$ cat config.mk
export PLATFORM = sky130hd
export DESIGN_NAME = rtc_config_writer
export DESIGN_NICKNAME = d
export VERILOG_FILES = /design/src/rtl/rtc_cfg_pkg.sv /design/src/rtl/rtc_cfg_seq_table.sv /design/src/rtl/rtc_config_writer.sv
export SDC_FILE = /design/constraint.sdc
export NUM_CORES = 1
export LEC_CHECK = 0
export CORE_ASPECT_RATIO = 0.75
export CORE_MARGIN = 4
export CORE_UTILIZATION = 30
export DETAILED_ROUTE_END_ITERATION = 16
export SYNTH_ARGS = -nofsm -noshare
export SYNTH_HDL_FRONTEND = slang
export SYNTH_SLANG_ARGS = --single-unit
$ cat constraint.sdc
create_clock -name clk -period 4.7 [get_ports clk]
set_input_delay 0.705 -clock clk [delete_from_list [all_inputs] [get_ports clk]]
set_output_delay 0.705 -clock clk [all_outputs]
set_load 0.01 [all_outputs]
$ cat src/rtl/rtc_cfg_pkg.sv
// Shared types and constants for the RTC configuration writer: mode codes,
// RTC register map, FSM encoding, per-group sequence lengths and snapshot payload.
package rtc_cfg_pkg;

    localparam int unsigned MODE_W = 3;
    localparam int unsigned DATA_W = 8;
    localparam int unsigned ADDR_W = 8;
    localparam int unsigned IDX_W  = 3;
    localparam int unsigned CNT_W  = 8;

    localparam logic [MODE_W-1:0] MODE_NORMAL = 3'd0;
    localparam logic [MODE_W-1:0] MODE_TIME   = 3'd1;
    localparam logic [MODE_W-1:0] MODE_DATE   = 3'd2;
    localparam logic [MODE_W-1:0] MODE_TIMER  = 3'd4;

    localparam logic [ADDR_W-1:0] ADDR_SS   = 8'h21;
    localparam logic [ADDR_W-1:0] ADDR_MM   = 8'h22;
    localparam logic [ADDR_W-1:0] ADDR_HH   = 8'h23;
    localparam logic [ADDR_W-1:0] ADDR_DAY  = 8'h24;
    localparam logic [ADDR_W-1:0] ADDR_MES  = 8'h25;
    localparam logic [ADDR_W-1:0] ADDR_YEAR = 8'h26;
    localparam logic [ADDR_W-1:0] ADDR_WDAY = 8'h27;
    localparam logic [ADDR_W-1:0] ADDR_SS_T = 8'h41;
    localparam logic [ADDR_W-1:0] ADDR_MM_T = 8'h42;
    localparam logic [ADDR_W-1:0] ADDR_HH_T = 8'h43;

    // Number of writes per group, transfer command included
    localparam int unsigned LEN_TIME  = 4;
    localparam int unsigned LEN_DATE  = 5;
    localparam int unsigned LEN_TIMER = 4;

    typedef enum logic [2:0] {
        ST_IDLE   = 3'd0,
        ST_ISSUE  = 3'd1,
        ST_GAP    = 3'd2,
        ST_FINISH = 3'd3,
        ST_ABORT  = 3'd4
    } state_e;

    typedef enum logic [1:0] {
        GRP_TIME  = 2'd0,
        GRP_DATE  = 2'd1,
        GRP_TIMER = 2'd2
    } group_e;

    typedef enum logic [3:0] {
        SEL_SS   = 4'd0,
        SEL_MM   = 4'd1,
        SEL_HH   = 4'd2,
        SEL_DAY  = 4'd3,
        SEL_MES  = 4'd4,
        SEL_YEAR = 4'd5,
        SEL_WDAY = 4'd6,
        SEL_SS_T = 4'd7,
        SEL_MM_T = 4'd8,
        SEL_HH_T = 4'd9,
        SEL_CMD  = 4'd10
    } dsel_e;

    typedef struct packed {
        logic [DATA_W-1:0] ss;
        logic [DATA_W-1:0] mm;
        logic [DATA_W-1:0] hh;
        logic [DATA_W-1:0] year;
        logic [DATA_W-1:0] mes;
        logic [DATA_W-1:0] day;
        logic [DATA_W-1:0] wday;
        logic [DATA_W-1:0] ss_t;
        logic [DATA_W-1:0] mm_t;
        logic [DATA_W-1:0] hh_t;
        logic              am_pm;
    } snap_t;

    function automatic logic is_group_mode(input logic [MODE_W-1:0] m);
        return (m == MODE_TIME) || (m == MODE_DATE) || (m == MODE_TIMER);
    endfunction

    function automatic group_e mode_to_group(input logic [MODE_W-1:0] m);
        group_e g;
        g = GRP_TIMER;
        if (m == MODE_TIME) g = GRP_TIME;
        if (m == MODE_DATE) g = GRP_DATE;
        return g;
    endfunction

endpackage

$ cat src/rtl/rtc_cfg_seq_table.sv
// Combinational write-sequence table: (group, index) -> RTC address, data source, last flag.
module rtc_cfg_seq_table
    import rtc_cfg_pkg::*;
#(
    parameter logic [ADDR_W-1:0] CMD_ADDR_TIME  = 8'hF1,
    parameter logic [ADDR_W-1:0] CMD_ADDR_TIMER = 8'hF2
) (
    input  group_e             group_i,
    input  logic [IDX_W-1:0]   idx_i,
    output logic [ADDR_W-1:0]  addr_c_o,
    output dsel_e              dsel_c_o,
    output logic               last_c_o
);

    always_comb begin
        addr_c_o = '0;
        dsel_c_o = SEL_CMD;
        last_c_o = 1'b0;
        case (group_i)
            GRP_TIME: begin
                last_c_o = (idx_i == IDX_W'(LEN_TIME - 1));
                case (idx_i)
                    3'd0:    begin addr_c_o = ADDR_SS;       dsel_c_o = SEL_SS;  end
                    3'd1:    begin addr_c_o = ADDR_MM;       dsel_c_o = SEL_MM;  end
                    3'd2:    begin addr_c_o = ADDR_HH;       dsel_c_o = SEL_HH;  end
                    default: begin addr_c_o = CMD_ADDR_TIME; dsel_c_o = SEL_CMD; end
                endcase
            end
            GRP_DATE: begin
                last_c_o = (idx_i == IDX_W'(LEN_DATE - 1));
                case (idx_i)
                    3'd0:    begin addr_c_o = ADDR_DAY;      dsel_c_o = SEL_DAY;  end
                    3'd1:    begin addr_c_o = ADDR_MES;      dsel_c_o = SEL_MES;  end
                    3'd2:    begin addr_c_o = ADDR_YEAR;     dsel_c_o = SEL_YEAR; end
                    3'd3:    begin addr_c_o = ADDR_WDAY;     dsel_c_o = SEL_WDAY; end
                    default: begin addr_c_o = CMD_ADDR_TIME; dsel_c_o = SEL_CMD;  end
                endcase
            end
            GRP_TIMER: begin
                last_c_o = (idx_i == IDX_W'(LEN_TIMER - 1));
                case (idx_i)
                    3'd0:    begin addr_c_o = ADDR_SS_T;      dsel_c_o = SEL_SS_T; end
                    3'd1:    begin addr_c_o = ADDR_MM_T;      dsel_c_o = SEL_MM_T; end
                    3'd2:    begin addr_c_o = ADDR_HH_T;      dsel_c_o = SEL_HH_T; end
                    default: begin addr_c_o = CMD_ADDR_TIMER; dsel_c_o = SEL_CMD;  end
                endcase
            end
            default: begin
                addr_c_o = '0;
                dsel_c_o = SEL_CMD;
                last_c_o = 1'b1;
            end
        endcase
    end

endmodule

$ cat src/rtl/rtc_config_writer.sv
// Commits edited time/date/timer groups to the RTC as a fixed sequence of bus writes.
// Optional RTC_12H_FORMAT_EN: HH byte carries the PM flag in bit 5.
module rtc_config_writer
    import rtc_cfg_pkg::*;
#(
    parameter logic [ADDR_W-1:0] CMD_ADDR_TIME  = 8'hF1,
    parameter logic [ADDR_W-1:0] CMD_ADDR_TIMER = 8'hF2,
    parameter logic [DATA_W-1:0] CMD_DATA       = 8'hF0,
    parameter int unsigned       TIMEOUT        = 255
) (
    input  logic              clk,
    input  logic              reset,
    input  logic [MODE_W-1:0] config_mode,
    input  logic [DATA_W-1:0] btn_data_SS,
    input  logic [DATA_W-1:0] btn_data_MM,
    input  logic [DATA_W-1:0] btn_data_HH,
    input  logic [DATA_W-1:0] btn_data_YEAR,
    input  logic [DATA_W-1:0] btn_data_MES,
    input  logic [DATA_W-1:0] btn_data_DAY,
    input  logic [DATA_W-1:0] btn_data_SS_T,
    input  logic [DATA_W-1:0] btn_data_MM_T,
    input  logic [DATA_W-1:0] btn_data_HH_T,
    input  logic              AM_PM,
    input  logic [DATA_W-1:0] dia_semana,
    output logic              wr_req,
    output logic [ADDR_W-1:0] wr_addr,
    output logic [DATA_W-1:0] wr_data,
    input  logic              wr_ack,
    output logic              busy,
    output logic              done,
    output logic              error
);

    state_e              state_q, state_d;
    group_e              grp_q, grp_d;
    logic [IDX_W-1:0]    idx_q, idx_d;
    logic [CNT_W-1:0]    cnt_q, cnt_d;
    logic [MODE_W-1:0]   mode_prev_q;
    snap_t               snap_q, snap_d;
    logic                last_q, last_d;

    logic                wr_req_d, busy_d, done_d, error_d;
    logic [ADDR_W-1:0]   wr_addr_d;
    logic [DATA_W-1:0]   wr_data_d;

    logic                commit_c;
    logic [ADDR_W-1:0]   tbl_addr_c;
    dsel_e               tbl_dsel_c;
    logic                tbl_last_c;
    logic [DATA_W-1:0]   hh_byte_c;
    logic [DATA_W-1:0]   sel_data_c;

    assign commit_c = is_group_mode(mode_prev_q) && (config_mode == MODE_NORMAL);

    // Table is looked up for the write about to be presented next cycle
    rtc_cfg_seq_table #(
        .CMD_ADDR_TIME  (CMD_ADDR_TIME),
        .CMD_ADDR_TIMER (CMD_ADDR_TIMER)
    ) u_seq_table (
        .group_i  (grp_d),
        .idx_i    (idx_d),
        .addr_c_o (tbl_addr_c),
        .dsel_c_o (tbl_dsel_c),
        .last_c_o (tbl_last_c)
    );

`ifdef RTC_12H_FORMAT_EN
    logic unused_hh_bits;
    assign hh_byte_c      = {2'b00, snap_d.am_pm, snap_d.hh[4:0]};
    assign unused_hh_bits = ^snap_d.hh[7:5];
`else
    logic unused_am_pm;
    assign hh_byte_c    = snap_d.hh;
    assign unused_am_pm = snap_d.am_pm;
`endif

    always_comb begin
        sel_data_c = CMD_DATA;
        case (tbl_dsel_c)
            SEL_SS:   sel_data_c = snap_d.ss;
            SEL_MM:   sel_data_c = snap_d.mm;
            SEL_HH:   sel_data_c = hh_byte_c;
            SEL_DAY:  sel_data_c = snap_d.day;
            SEL_MES:  sel_data_c = snap_d.mes;
            SEL_YEAR: sel_data_c = snap_d.year;
            SEL_WDAY: sel_data_c = snap_d.wday;
            SEL_SS_T: sel_data_c = snap_d.ss_t;
            SEL_MM_T: sel_data_c = snap_d.mm_t;
            SEL_HH_T: sel_data_c = snap_d.hh_t;
            default:  sel_data_c = CMD_DATA;
        endcase
    end

    // State and output registers
    always_ff @(posedge clk) begin
        if (reset) begin
            state_q     <= ST_IDLE;
            grp_q       <= GRP_TIME;
            idx_q       <= '0;
            cnt_q       <= '0;
            mode_prev_q <= MODE_NORMAL;
            snap_q      <= '0;
            last_q      <= 1'b0;
            wr_req      <= 1'b0;
            wr_addr     <= '0;
            wr_data     <= '0;
            busy        <= 1'b0;
            done        <= 1'b0;
            error       <= 1'b0;
        end else begin
            state_q     <= state_d;
            grp_q       <= grp_d;
            idx_q       <= idx_d;
            cnt_q       <= cnt_d;
            mode_prev_q <= config_mode;
            snap_q      <= snap_d;
            last_q      <= last_d;
            wr_req      <= wr_req_d;
            wr_addr     <= wr_addr_d;
            wr_data     <= wr_data_d;
            busy        <= busy_d;
            done        <= done_d;
            error       <= error_d;
        end
    end

    // Next-state logic; commits outside IDLE are dropped
    always_comb begin
        state_d = state_q;
        grp_d   = grp_q;
        idx_d   = idx_q;
        cnt_d   = cnt_q;
        snap_d  = snap_q;
        case (state_q)
            ST_IDLE: begin
                if (commit_c) begin
                    state_d     = ST_ISSUE;
                    grp_d       = mode_to_group(mode_prev_q);
                    idx_d       = '0;
                    cnt_d       = '0;
                    snap_d.ss   = btn_data_SS;
                    snap_d.mm   = btn_data_MM;
                    snap_d.hh   = btn_data_HH;
                    snap_d.year = btn_data_YEAR;
                    snap_d.mes  = btn_data_MES;
                    snap_d.day  = btn_data_DAY;
                    snap_d.wday = dia_semana;
                    snap_d.ss_t = btn_data_SS_T;
                    snap_d.mm_t = btn_data_MM_T;
                    snap_d.hh_t = btn_data_HH_T;
                    snap_d.am_pm = AM_PM;
                end
            end
            ST_ISSUE: begin
                if (wr_ack) begin
                    state_d = ST_GAP;
                end else if (cnt_q == CNT_W'(TIMEOUT - 1)) begin
                    state_d = ST_ABORT;
                end else begin
                    cnt_d = cnt_q + 1'b1;
                end
            end
            ST_GAP: begin
                if (last_q) begin
                    state_d = ST_FINISH;
                end else begin
                    state_d = ST_ISSUE;
                    idx_d   = idx_q + 1'b1;
                    cnt_d   = '0;
                end
            end
            ST_FINISH: state_d = ST_IDLE;
            ST_ABORT:  state_d = ST_IDLE;
            default:   state_d = ST_IDLE;
        endcase
    end

    // Output logic, registered from the upcoming state so outputs align with it
    always_comb begin
        wr_req_d  = 1'b0;
        wr_addr_d = wr_addr;
        wr_data_d = wr_data;
        last_d    = last_q;
        busy_d    = (state_d != ST_IDLE);
        done_d    = (state_d == ST_FINISH);
        error_d   = (state_d == ST_ABORT);
        if (state_d == ST_ISSUE) begin
            wr_req_d  = 1'b1;
            wr_addr_d = tbl_addr_c;
            wr_data_d = sel_data_c;
            last_d    = tbl_last_c;
        end
    end

endmodule

==> flow_summary.ini, run 1 <==
[status]
status = complete, no violations

[sta]
fmax_ghz = 0.2945
period_share_pct = 72.25
worst_pin_slew_ns = 0.7653
hold_slack_ns = 0.4525
skew_ns = 0.005155
fin_setup_tns_ns = 0
slew_headroom_pct = 48.98
min_period_ns = 3.396
drv_slew = 0
finalHoldViolCount = 0
finalSetupViolCount = 0
grt_setup_unrepaired = false
setup_slack_ns = 1.304

[placed_design]
dp_cells = 913
gp_congestion = 0.7595
portBuffers = 104
dp_worst_setup_slack_ns = 0.9566
dp_hpwl_um = 11000

[grt]
grt_pass1_wl_um = 24360
grt_max_degree = 58
grt.total_usage_pct = 15.17
grt_pass1_vias = 4526
antenna_found_initial = 0
grt_overflow = 0

[power_and_ir_drop]
p_leak_nw = 3.033
power_mw = 2.654
combPwrFrac_pct = 10.3
p_int_mw = 2.050
p_sw_mw = 0.6048
p_clk_share_pct = 50.3
power_frac_seq_pct = 39.5
vdd_drop_max_mv = 0.2158
sw_frac_of_total_pct = 22.78
cellPowerDensity_nw_per_um2 = 364.2

[clocking]
cts-root-buf = clkbuf_16
cts_buffers = 17
clk_path_buf_depth = 2
clk_latency_ns = 0.41
post_cts_resized = 0
htree_levels = 4
cts.sinks = 118
cts_hold_buf = 0
cts_setup_buffers = 0
clk_transition_reported_paths_ns = 0.05
cts_tree = yes

[worst_setup_path]
crit_path_end_kind = flop
crit_arrival_ns = 3.71
required_ns = 5.02
cp_max_fo = 14
crit_path_top_delay_cell = o2bb2ai_1
cp_slowest_stage_delay_ns = 0.63
cp-start-kind = input pin
critPathKind = in -> reg
crit_chain = clkdlybuf4s50_1, nor3_2, a31oi_1, o2bb2ai_1, nand3_4, nor2_1, a211oi_1, a311oi_1

[synthesis]
synth_edf_count = 0
synth_compound_area_share_pct = 17.42
synthCells = 594
async_flop_share_pct = 0
synthAdderAreaFrac_pct = 0.6911
synth_xor_xnor_area_share_pct = 1.428
ys_warn_count = 0
synth_top_family_by_area = simple AND/OR/NAND/NOR gates
seq_area_frac_synth_pct = 43.49
synth_cell_types = 74
synth-simple-area-share_pct = 20.20
synth.area.mux_share_pct = 12.58
synth-seq-cells = 118
syn_area_um2 = 5431
syn-num-nets = 684
synth_area_per_cell_um2 = 9.144
synthFlopType = dfxtp_1

[route]
wl_met2_um = 6491
routedWlPerCell_um = 16.19
top_layer_used = met4
wirelength_um = 15280
vias = 4648
dr_wl_met3_um = 1119
initialDrtViolationCount = 255
vias_per_cell = 4.924
drtPass1Iterations = 5
ant_nets = 0
met1Wirelength_um = 7545
route.detailed.drc = 0

[final_layout]
n_fill_cell = 1783
final_cell_mix = 118 x dfxtp_1, 103 x clkdlybuf4s50_1, 102 x nor2_1
layout_commonest_cell = dfxtp_1
drive_gt1_share_pct = 10.40
nets = 780
finalNonFillerCells = 944
area_delta_synth_final_pct = 34.19
diodes = 0

[floorplanning]
dieArea_um2 = 20340
rows = 42
initial_core_util_pct = 30.67
core_um2 = 17710
die_height_um = 124.5
pin_count = 107
die_w_um = 163.4

[worst_hold_path]
min-delay-path-class = reg -> reg

[flow_run]
cap_violations = 0
[per-layer routing]
metal / vias up / track usage [%]
met5: - / 0
met4: 0 / 3.748
met3: 13 / 4.532
met2: 144 / 21.29
met1: 2190 / 22.59
li1: 2301 / -
[layout make-up]
type                    count  area [um^2]  area share [%]
clock buffers              23        488.0           6.695
clock inverters             8        121.4           1.665
inverters                   6        22.52          0.3090
multi-input cells         431         2863           39.28
flip-flops and latches    118         2362           32.41
well taps                 242        302.8           4.155
repair buffers            116         1129           15.48
[worst max-delay path: cells and delay by family]
kind	cells	cell delay, ns
buffers and inverters	1	0.42
AO/OA/AOI/OAI	4	1.30
AND/OR/NAND/NOR	3	1.27
[final timing paths]
check | start | to | slack [ns] | cells after the start
setup / recovery | config_mode[1] | wr_data[6] | 1.30 | 8
hold / removal | wr_addr[0] | wr_addr[0] | 0.45 | 2
setup reg to reg | state_q[1] | wr_data[3] | 1.76 | 7
hold reg to reg | wr_addr[0] | wr_addr[0] | 0.45 | 2
[cell usage after synthesis (all sizes together) (4+ instances only)]
| master | instances | share of area, % |
|---|---|---|
| nand2 | 61 | 4.2 |
| a211oi | 10 | 1.7 |
| mux2i | 66 | 12 |
| dfxtp | 118 | 43 |
| xor2 | 5 | 0.94 |
| o21ai | 11 | 1.1 |
| nand4 | 6 | 1.1 |
| nor3 | 28 | 2.9 |
| a21o | 7 | 1.1 |
| o32ai | 8 | 1.4 |
| a21oi | 34 | 3.2 |
| clkbuf | 18 | 1.3 |
| nor2b | 4 | 0.46 |
| nand2b | 4 | 0.74 |
| nand3 | 11 | 1.5 |
| buf | 21 | 2.4 |
| o211ai | 4 | 1.2 |
| nor2 | 102 | 7.0 |
| a31oi | 11 | 1.7 |
| nor4 | 4 | 0.46 |
| inv | 6 | 0.41 |
| o22ai | 8 | 0.92 |
[state kept, by name (all words and copies together), names as in the netlist]
register and count:
mode_prev_q 3, done 1, cnt_q 8, error 1
busy 1, wr_req 1, grp_q 2, snap_q 80
last_q 1, wr_data 8, state_q 3, wr_addr 6
idx_q 3
[through the flow]
stage	util (%)	cell area, um^2
floorplan	-	5431
global placement	37.71	6679
detailed placement	37.71	6679
CTS	41.15	7288
global route	41.15	7288
finish	41.15	7288
[cell families (layout without fill, tap and decap cells)]
| kind of cell | count (synthesis) | after routing |
|---|---|---|
| other | 1 | 1 |
| adders and majority gates | 3 | 3 |
| and+or+nand+nor | 233 | 233 |
| AOI/OAI and AO/OA | 119 | 119 |
| buffers and inverters | 45 | 153 |
| DFF | 118 | 118 |
| xor gates and xnor gates | 8 | 8 |
| muxes | 67 | 67 |
[power by group through the flow]
stage,sequential (mW),clock [mW],combinational [mW]
5_1_grt,1.05,1.41,0.295
3_5_place_dp,1.07,0,0.272
6_report,1.05,1.33,0.273
4_1_cts,1.05,1.35,0.274
3_3_place_gp,1.07,0,0.272
2_1_floorplan,1.07,0,0.138
Note: power is estimated with default switching activity, not from simulation.
==> inputs of run 2 (changes only) <==
==> constraint.sdc (replaced) <==
create_clock -name clk -period 3.5 [get_ports clk]
set_input_delay 0.525 -clock clk [delete_from_list [all_inputs] [get_ports clk]]
set_output_delay 0.525 -clock clk [all_outputs]
set_load 0.01 [all_outputs]
==> run 2 against run 1 <==
Effect of this change: final cell count increased by 0.53%; first-iteration DRC count decreased by 3.5%; die area unchanged; total power increased by 32%; clock-buffer cell count decreased by 1; clock power increased by 30%; register-to-register slack got worse by 1.1 ns; non-clock buffer count increased by 5; sequential power increased by 34%; sequential share of layout area about the same; via count decreased by 0.28%; critical path depth decreased by 1; critical path type is now reg -> reg; highest routed layer unchanged.
==> flow_summary.ini, run 2 (same netlist as run 1, synthesis figures left out) <==
[grt]
grt_pass1_vias = 4651
grt.total_usage_pct = 15.35
grt_pass1_wl_um = 24740
antenna_found_initial = 0
grt_overflow = 0
grt_max_degree = 78

[power_and_ir_drop]
cellPowerDensity_nw_per_um2 = 480.4
power_mw = 3.506
p_leak_nw = 3.035
vdd_drop_max_mv = 0.2825

[floorplanning]
dieArea_um2 = 20340
core_um2 = 17710
rows = 42
die_w_um = 163.4
pin_count = 107
die_height_um = 124.5
initial_core_util_pct = 30.67

[final_layout]
reg_top3 = snap_q (80), cnt_q (8), wr_data (8)
diodes = 0
design_area_um2 = 7298
drive_gt1_share_pct = 10.75
fin_util_pct = 41.21
nets = 785
largest_reg_flops = 80
layout_commonest_cell = dfxtp_1
final_cell_mix = 118 x dfxtp_1, 103 x clkdlybuf4s50_1, 102 x nor2_1
area_delta_synth_final_pct = 34.37
n_fill_cell = 1788
largest-register = snap_q

[flow_run]
cap_violations = 0

[placed_design]
dp_hpwl_um = 11110
portBuffers = 104
placement.cell_area_um2 = 6716
gp_congestion = 0.7654

[clocking]
cts-root-buf = clkbuf_16
cts_setup_buffers = 0
clk_latency_ns = 0.41
clk_path_buf_depth = 2
htree_levels = 4
cts_tree = yes
cts_hold_buf = 0
post_cts_resized = 0
cts_buffers = 17
clk_transition_reported_paths_ns = 0.05
cts.sinks = 118

[sta]
skew_ns = 0.01078
slew_headroom_pct = 36.29
worst_pin_slew_ns = 0.9514
hold_slack_ns = 0.4564
period_share_pct = 81.07
fmax_ghz = 0.3524
drv_slew = 0
min_period_ns = 2.837
fin_setup_tns_ns = 0
grt_setup_unrepaired = false
finalSetupViolCount = 0
finalHoldViolCount = 0

[worst_setup_path]
critPathKind = reg -> reg
crit_chain = or4b_4, or3_4, a21o_4, nand2_1, nor3_1, a2111oi_2, a31oi_1
cp_slowest_stage_delay_ns = 0.57
crit_path_end_kind = flop
required_ns = 3.78
cp-start-kind = flop
crit_arrival_ns = 3.12
cp_max_fo = 13
crit_path_top_delay_cell = or4b_4

[route]
ant_nets = 0
vias = 4635
wirelength_um = 15400
drtPass1Iterations = 5
routedWlPerCell_um = 16.22
route.detailed.drc = 0
initialDrtViolationCount = 246
vias_per_cell = 4.884

[worst_hold_path]
min-delay-path-class = reg -> reg

[status]
status = complete, no violations
[run 2: cell type report]
class | count | area, um^2 | share of cell area [%]
Tap cell | 242 | 302.8 | 4.149
Sequential cell | 118 | 2362 | 32.37
Inverter | 6 | 22.52 | 0.3086
Clock inverter | 9 | 127.6 | 1.749
Multi-Input combinational cell | 431 | 2863 | 39.23
Clock buffer | 22 | 454.2 | 6.223
Timing Repair Buffer | 121 | 1166 | 15.98
[run 2: worst max-delay path, delay by kind of cell (launching register included)]
| kind | cells | cell delay (ns) |
|---|---|---|
| compound gates | 3 | 0.89 |
| simple gates | 4 | 1.34 |
| flops | 1 | 0.48 |
[run 2: routing by layer]
metal / up-vias / global-route usage [%] / share of wire (%)
met5: - / 0 / 0
met4: 0 / 3.797 / 0.55
met3: 6 / 4.664 / 7.6
met2: 136 / 21.88 / 42
met1: 2181 / 22.53 / 50
li1: 2312 / - / -
[run 2: metrics by stage]
step	instances	worst slack, ns
after detailed placement	918	0.3548
after global routing	949	0.5443
after global placement	918	0.3637
after CTS	949	0.6739
after floorplan	594	0.9359
final	949	0.6627
[run 2: path summary, 6_finish.rpt]
check	start	end	slack, ns	cells after the start
setup / recovery	state_q[1]	wr_data[3]	0.66	7
hold reg to reg	wr_addr[0]	wr_addr[0]	0.46	2
setup reg to reg	state_q[1]	wr_data[3]	0.66	7
hold / removal	wr_addr[0]	wr_addr[0]	0.46	2
[run 2: report_power, final]
group | switching [mW] | internal [mW]
Clock | 0.603 | 1.13
Sequential | 0.0244 | 1.38
Combinational | 0.183 | 0.184
Total | 0.810 | 2.70
